$ cat src/rtl/tdm_demux.sv
// TDM receive demultiplexer: steers each valid slot word of a framed serial stream
// to its per-channel output register, tracking slot position and flagging framing errors.
module tdm_demux #(
    parameter int N_CH = 4,
    parameter int W    = 8
) (
    input  logic              clk,
    input  logic              rst_n,
    input  logic [W-1:0]      din,
    input  logic              din_valid,
    input  logic              frame_sync,
    output logic [N_CH*W-1:0] ch_data,
    output logic [N_CH-1:0]   ch_valid,
    output logic              frame_done,
    output logic              sync_err
);

    localparam int SLOT_W = $clog2(N_CH);

    localparam logic STATE_HUNT = 1'b0;
    localparam logic STATE_LOCK = 1'b1;

    localparam logic [SLOT_W-1:0] SLOT_FIRST = '0;
    localparam logic [SLOT_W-1:0] SLOT_ONE   = SLOT_W'(1);
    localparam logic [SLOT_W-1:0] SLOT_LAST  = SLOT_W'(N_CH - 1);

    logic              state_reg, state_next;
    logic [SLOT_W-1:0] slot_reg, slot_next;
    logic [W-1:0]      ch_reg [N_CH];
    logic [N_CH-1:0]   ch_valid_reg;
    logic              frame_done_reg, frame_done_next;
    logic              sync_err_reg, sync_err_next;

    logic              wr_en;
    logic [SLOT_W-1:0] wr_slot;
    logic [N_CH-1:0]   wr_hit;

    always_comb begin
        state_next      = state_reg;
        slot_next       = slot_reg;
        frame_done_next = 1'b0;
        sync_err_next   = 1'b0;
        wr_en           = 1'b0;
        wr_slot         = slot_reg;

        if (din_valid) begin
            if (state_reg == STATE_HUNT) begin
                // Words without sync are silently discarded until alignment is found.
                if (frame_sync) begin
                    wr_en      = 1'b1;
                    wr_slot    = SLOT_FIRST;
                    slot_next  = SLOT_ONE;
                    state_next = STATE_LOCK;
                end
            end else begin
                if (frame_sync) begin
                    // Sync always re-aligns to slot 0; arriving early is an error.
                    sync_err_next = (slot_reg != SLOT_FIRST);
                    wr_en         = 1'b1;
                    wr_slot       = SLOT_FIRST;
                    slot_next     = SLOT_ONE;
                end else if (slot_reg == SLOT_FIRST) begin
                    sync_err_next = 1'b1;
                    slot_next     = SLOT_FIRST;
                    state_next    = STATE_HUNT;
                end else begin
                    wr_en   = 1'b1;
                    wr_slot = slot_reg;
                    if (slot_reg == SLOT_LAST) begin
                        frame_done_next = 1'b1;
                        slot_next       = SLOT_FIRST;
                    end else begin
                        slot_next = slot_reg + SLOT_ONE;
                    end
                end
            end
        end
    end

    genvar gi;
    generate
        for (gi = 0; gi < N_CH; gi++) begin : g_ch
            assign wr_hit[gi]             = wr_en && (wr_slot == SLOT_W'(gi));
            assign ch_data[gi*W +: W]     = ch_reg[gi];
        end
    endgenerate

    always_ff @(posedge clk or negedge rst_n) begin
        if (!rst_n) begin
            state_reg      <= STATE_HUNT;
            slot_reg       <= SLOT_FIRST;
            ch_valid_reg   <= '0;
            frame_done_reg <= 1'b0;
            sync_err_reg   <= 1'b0;
            for (int i = 0; i < N_CH; i++) begin
                ch_reg[i] <= '0;
            end
        end else begin
            state_reg      <= state_next;
            slot_reg       <= slot_next;
            ch_valid_reg   <= wr_hit;
            frame_done_reg <= frame_done_next;
            sync_err_reg   <= sync_err_next;
            for (int i = 0; i < N_CH; i++) begin
                if (wr_hit[i]) begin
                    ch_reg[i] <= din;
                end
            end
        end
    end

    assign ch_valid   = ch_valid_reg;
    assign frame_done = frame_done_reg;
    assign sync_err   = sync_err_reg;

endmodule
$ cat config.mk
export PLATFORM = sky130hd
export DESIGN_NAME = tdm_demux
export DESIGN_NICKNAME = d
export VERILOG_FILES = /design/src/rtl/tdm_demux.sv
export SDC_FILE = /design/constraint.sdc
export NUM_CORES = 1
export LEC_CHECK = 0
export BUFFER_PORTS_ARGS = -buffer_cell sky130_fd_sc_hd__buf_2
export CAP_MARGIN = 5
export CORE_ASPECT_RATIO = 1.25
export CORE_UTILIZATION = 25
export CTS_CLUSTER_SIZE = 8
export DETAILED_ROUTE_END_ITERATION = 10
export PLACE_DENSITY_LB_ADDON = 0.1
export SLEW_MARGIN = 20
export SYNTH_ARGS = -nofsm -noshare
export SYNTH_HDL_FRONTEND = slang
export SYNTH_SLANG_ARGS = --single-unit
$ cat constraint.sdc
create_clock -name clk -period 4.1 [get_ports clk]
set_clock_uncertainty 0.2 [all_clocks]
set_input_delay 0.41 -clock clk [delete_from_list [all_inputs] [get_ports clk]]
set_output_delay 0.41 -clock clk [all_outputs]
set_load 0.1 [all_outputs]
==> results of run 1 <==
logic make-up after synthesis:
logic type,Yosys count,synth area share [%]
simple gates,11,5.21
flops,41,61.9
compound gates,7,3.10
mux,32,23.6
fa+ha+maj,4,3.02
buf+inv,10,3.17
Yosys cell counts, drive strengths merged:
cell type   n  share of area (%)
ha          4                3.0
and4bb      1               0.98
and2b       1               0.53
nor2        1               0.23
a21oi       1               0.30
a31oi       1               0.38
o211ai      1               0.76
o2bb2ai     1               0.53
o21ai       2               0.60
a32oi       1               0.53
and3        2                1.1
dfrtp      41                 62
nand2       2               0.45
nor3b       1               0.45
nand3       3                1.5
buf         3                1.6
mux2       32                 24
inv         7                1.6
final timing paths:
path | start | endpoint | slack (ps)
max in group asynchronous | rst_n | ch_data[5]$_DFFE_PN0P_ | 3100
setup / recovery | slot_reg[1]$_DFFE_PN0P_ | ch_data[29]$_DFFE_PN0P_ | 1810
hold reg to reg | ch_data[2]$_DFFE_PN0P_ | ch_data[2]$_DFFE_PN0P_ | 300
min in group clk | din[3] | ch_data[27]$_DFFE_PN0P_ | 200
setup reg to reg | slot_reg[1]$_DFFE_PN0P_ | ch_data[29]$_DFFE_PN0P_ | 1810
hold / removal | rst_n | ch_data[17]$_DFFE_PN0P_ | 50
through the flow:
| step | utilization, % | area (um2) | hold slack, ps | worst slack, ps | cells |
|---|---|---|---|---|---|
| after global placement | 31.5 | 1980 | 283 | 1860 | 236 |
| after CTS | 32.9 | 2070 | 89.1 | 1760 | 243 |
| final | 32.9 | 2070 | 48.7 | 1810 | 243 |
| after detailed placement | 31.5 | 1980 | 288 | 1760 | 236 |
| after global routing | 32.9 | 2070 | 129 | 1700 | 243 |
| after floorplan | - | 1660 | -85.6 | 1960 | 105 |
metal layers:
metal	share of wire [%]	vias up	routed length (um)
met3	4.4	5	146
met4	1.7	0	56
met2	53	24	1780
met5	0	-	0
li1	-	471	-
met1	41	517	1350
worst reg2reg max path, delay by kind of cell (launching register included):
family                   cells  cell delay, ps
buffers and inverters        1             130
adder cells (fa/ha/maj)      2             410
AND/OR/NAND/NOR              2             660
multiplexers                 1             320
flip-flops                   1             450
layout make-up:
| class | instances | area (um2) |
|---|---|---|
| fillers | 640 | 4220 |
| flip-flops and latches | 41 | 1030 |
| multi-input cells | 54 | 578 |
| repair buffers | 49 | 245 |
| well taps | 85 | 106 |
| clock buffers | 7 | 86.3 |
| inverters | 7 | 26.3 |
==> flow_summary.toml, run 1 <==
[outcome]
outcome = "finished, final reports clean"

[die]
die_w_um = 74.8
floorplan.die_area_um2 = 6960
core_area_um2 = 6290
die_h_um = 93.0
initial_utilization_pct = 26.4
io_pins = 50
num_rows = 32

[detailed_routing]
via_count = 1017
number_of_iterations_in_the_first_detailed_routing_pass = 3
drtIter0Drc = 23
post-route-drc-count = 0
drtAntennaViolNets = 0
vias_per_cell = 4.19
drt-total-wl_mm = 3.34
wl_per_cell_um = 13.7

[clocking]
post_cts_resize_count = 0
clockRootBuffer = "sky130_fd_sc_hd__clkbuf_8"
htreeDepth = 2
tritoncts.num_buffers = 5
clockBufferDepth = 2
clk_pin_slew_ps = 70
clock_insertion_delay_worst_skew_ps = 280
post_cts.repair.setup_buffers = 0
tritoncts = "yes"
post_cts_hold_buffer_count = 0
clock_sink_count = 41

[place]
place.gp.congestion = 0.722
hpwlAfterDp_mm = 2.38
portBuffers = 49

[layout]
leading_cell_type_in_the_layout_fill_and_taps_excluded = "sky130_fd_sc_hd__buf_2"
largest_register_ffs = 32
most_frequent_cells_in_the_layout = "sky130_fd_sc_hd__buf_2, sky130_fd_sc_hd__dfrtp_1, sky130_fd_sc_hd__mux2_2"
post_route_cells_drive_above_1_share_pct = 58.9
antennaDiodeCount = 0
finish.net_count = 174
area_growth_pct = 24.8

[global_route]
use_met1_pct = 11.7
gr-usage-met2_pct = 18.0
grt_pass1_vias = 999
grt.total_usage_pct = 10.5
global_route.usage.met3_pct = 3.45
pin_count_of_the_biggest_net_entering_global_routing = 42
grt_first_pass_wirelength_mm = 5.18
grt_busiest_layer = "met2"
grt_antenna_before_repair = 0
globalRouteOverflowTotal = 0

[sta]
timing.setup.tns_ps = 0
min_period_over_period_pct = 55.8
max_freq_ghz = 0.437
worst-slew-pin-transition_ps = 893
max_slew_margin_pct = 40.5
rsz0062_at_grt = "false"
report.final.hold_viol_count = 0
timing_max_transition_violations_final = 0
layout_min_cycle_time_ps = 2290
setup-violations-final = 0

[critical_path]
endpoint_required_time_on_the_critical_path_ps = 4070
crit_type = "reg2reg"
path_cells = "inv_1, ha_1, ha_1, and4bb_4, and3_4, mux2_4"
cp_slowest_stage_delay_ps = 450
number_of_buffer_and_inverter_stages_on_the_critical_path = 1
crit_cells = 6
cpMaxStageDelayCell = "sky130_fd_sc_hd__dfrtp_1"
reg2reg_depth = 6
crit_path_end_kind = "flop"
critical_path_arrival_ps = 2260
cp_max_fo = 9
setup.worst_path.start_class = "flop"
cpMostUsedCell = "sky130_fd_sc_hd__ha_1"
dominant_delay_contributor_by_cell_family_on_the_critical_path = "simple AND/OR/NAND/NOR gates"

[synthesis]
synthesis.area_um2 = 1660
syn_area_per_cell_um2 = 15.8
seq_area_frac_synth_pct = 61.9
synth-warning-count = 0
yosys.cell_types.count = 22
ys_seq_elements = 41
syn-instance-count = 105
syn_nets = 121

[hold_path]
hold_path_class = "in2async"

[job]
maxCapViolCount = 0
Power of run 1 is left out: the tool's default activity adds up to more than one toggle a clock period on the data nets, which glitch-free logic cannot reach.
==> run 2: changes to the inputs <==
ABC_AREA = 1   (was not set)
clock period = 2.3 ns   (was 4.1 ns; I/O delays follow)
==> flow_summary.toml, run 2 <==
[outcome]
outcome = "finished, final reports clean"

[critical_path]
regToRegEndpoint = "ch_data[11]$_DFFE_PN0P_"
crit_type = "reg2reg"
setup.worst_path.start_class = "flop"
cp_max_fo = 32
endpoint_required_time_on_the_critical_path_ps = 2340
number_of_buffer_and_inverter_stages_on_the_critical_path = 3
crit_path_end_kind = "flop"
cp_slowest_stage_delay_ps = 490
path_cells = "inv_1, ha_1, ha_1, nand2_1, inv_2, a21oi_4, buf_12, nand3_1, nand2_1"
dominant_delay_contributor_by_cell_family_on_the_critical_path = "flip-flops"
r2r_slack_ps = 280
critical_path_arrival_ps = 2060
worstSetupStartpoint = "slot_reg[0]$_DFFE_PN0P_"
reg2reg_depth = 9
rr_startpoint = "slot_reg[0]$_DFFE_PN0P_"
cpMaxStageDelayCell = "sky130_fd_sc_hd__dfrtp_1"

[detailed_routing]
wl_per_cell_um = 14.4
drtIter0Drc = 57
drt-total-wl_mm = 5.05
vias_per_cell = 4.30
post-route-drc-count = 0
number_of_iterations_in_the_first_detailed_routing_pass = 4
via_count = 1504
drtAntennaViolNets = 0

[place]
portBuffers = 49
place.gp.congestion = 0.713
placement.cell_area_um2 = 2250
preCtsSetupSlack_ps = 273
hpwlAfterDp_mm = 3.40

[layout]
multi_input_comb_area_um2 = 709
seqCellArea_um2 = 1030
finish.net_count = 273
antennaDiodeCount = 0
largest_register_ffs = 32
fillerInstances = 803
most_frequent_cells_in_the_layout = "sky130_fd_sc_hd__buf_2, sky130_fd_sc_hd__nand2_1, sky130_fd_sc_hd__dfrtp_1"
post_route_cells_drive_above_1_share_pct = 29.1
area_growth_pct = 25.3
final_area_um2 = 2400
leading_cell_type_in_the_layout_fill_and_taps_excluded = "sky130_fd_sc_hd__buf_2"

[sta]
rsz0062_at_grt = "false"
timing.setup.tns_ps = 0
timing_max_transition_violations_final = 0
layout_min_cycle_time_ps = 2020
setup-violations-final = 0
min_period_over_period_pct = 87.9
report.final.hold_viol_count = 0
timing.hold.ws_ps = 25.5
timing.final.ws_setup_ps = 277
max_slew_margin_pct = 62.5
max_freq_ghz = 0.494
worst-slew-pin-transition_ps = 562

[die]
floorplan.die_area_um2 = 8030
die_w_um = 80.4
initial_utilization_pct = 25.9
num_rows = 35
core_area_um2 = 7400
io_pins = 50
die_h_um = 100

[global_route]
globalRouteOverflowTotal = 0
grt.total_usage_pct = 13.5
grt_antenna_before_repair = 0
pin_count_of_the_biggest_net_entering_global_routing = 42
grt_first_pass_wirelength_mm = 8.05
grt_pass1_vias = 1540

[synthesis]
synth-edff-count = 0
ys_seq_elements = 41
syn_nets = 218
synthesis.area_um2 = 1920
syn_area_per_cell_um2 = 9.50
synth_most_common_cell = "sky130_fd_sc_hd__nand2_1"
seq_area_frac_synth_pct = 53.5
postSynth.asyncResetShare_pct = 100
yosys.cell_types.count = 17
synth.top_cells.by_count = "sky130_fd_sc_hd__nand2_1, sky130_fd_sc_hd__dfrtp_1, sky130_fd_sc_hd__nand3_1, sky130_fd_sc_hd__inv_1, sky130_fd_sc_hd__o21bai_1"
synth-warning-count = 0
syn-instance-count = 202
synth_top_cells_by_area = "sky130_fd_sc_hd__dfrtp_1, sky130_fd_sc_hd__o21bai_1, sky130_fd_sc_hd__nand3_1"
post-synth-top-area-cell = "sky130_fd_sc_hd__dfrtp_1"
netlist.area_leader.share_pct = 53.5
synth_flop_cell = "sky130_fd_sc_hd__dfrtp_1"

[hold_path]
holdPathEnd = "ch_data[3]$_DFFE_PN0P_"
worstHoldStart = "din[3]"
hold_path_depth = 3
hold_path_class = "in2reg"

[clocking]
tritoncts.num_buffers = 5
clock_sink_count = 41
htreeDepth = 2
tritoncts = "yes"
clock_insertion_delay_worst_skew_ps = 290
clk_pin_slew_ps = 90
clockRootBuffer = "sky130_fd_sc_hd__clkbuf_8"
clockBufferDepth = 2

[job]
maxCapViolCount = 0
[run 2: cell count changes after synthesis, sizes merged, moves of 2 or more]
| cell | before | now |
|---|---|---|
| o21bai | 0 | 24 |
| inv | 7 | 34 |
| nor2 | 1 | 5 |
| mux2 | 32 | 0 |
| buf | 3 | 5 |
| and3 | 2 | 0 |
| nand3 | 3 | 37 |
| nand2 | 2 | 47 |
[run 2: worst register-to-register path, stage by stage, from the launching register on]
cell                      delay [ps]
sky130_fd_sc_hd__dfrtp_1         490
sky130_fd_sc_hd__inv_1           140
sky130_fd_sc_hd__ha_1            220
sky130_fd_sc_hd__ha_1            180
sky130_fd_sc_hd__nand2_1         160
sky130_fd_sc_hd__inv_2            60
sky130_fd_sc_hd__a21oi_4         140
sky130_fd_sc_hd__buf_12          190
sky130_fd_sc_hd__nand3_1         110
sky130_fd_sc_hd__nand2_1          80
[run 2: logic make-up (layout without fill, tap and decap cells)]
family / count (synthesis) / in the layout / share of synthesized area (%)
AOI/OAI and AO/OA: 29 / 29 / 12.2
and+or+nand+nor: 89 / 89 / 22.2
DFF: 41 / 41 / 53.5
buffers and inverters: 39 / 95 / 9.58
adders and majority gates: 4 / 4 / 2.61
[run 2: metrics by stage]
stage          cells  utilization (%)
6_report         350             32.5
5_1_grt          350             32.5
4_1_cts          350             32.5
3_5_place_dp     340             30.4
3_3_place_gp     340             30.4
2_1_floorplan    202                -
[run 2: area by class of cell]
class,instances,area share (%)
Sequential cell,41,42.7
Clock buffer,5,2.86
Inverter,34,5.31
Multi-Input combinational cell,122,29.5
Timing Repair Buffer,53,12.2
Clock inverter,3,2.71
Tap cell,92,4.79
[run 2: what timing repair did]
action | CTS | global route
hold buffers | 2 | 0
hold endpoints to repair | 42 | 0
resized for setup | 0 | 0
buffers inserted | 0 | 0
[run 2: worst max path at each step]
stage	to	slack (ps)	cells past startpoint
2_1_floorplan	ch_data[0]$_DFFE_PN0P_	450	9
3_3_place_gp	ch_data[11]$_DFFE_PN0P_	310	9
3_5_place_dp	ch_data[11]$_DFFE_PN0P_	270	9
4_1_cts	ch_data[11]$_DFFE_PN0P_	260	9
5_1_grt	ch_data[10]$_DFFE_PN0P_	150	9
6_report	ch_data[11]$_DFFE_PN0P_	280	9
[run 2: per-layer routing]
| metal | vias to the layer above | track usage (%) | routed length [um] | share of wire, % |
|---|---|---|---|---|
| met2 | 34 | 21.0 | 2350 | 47 |
| met1 | 713 | 18.5 | 2440 | 48 |
| met4 | 0 | 4.53 | 78 | 1.5 |
| met5 | - | 0 | 0 | 0 |
| met3 | 6 | 2.73 | 175 | 3.5 |
| li1 | 751 | - | - | - |
Power of run 2 is left out for the same reason.
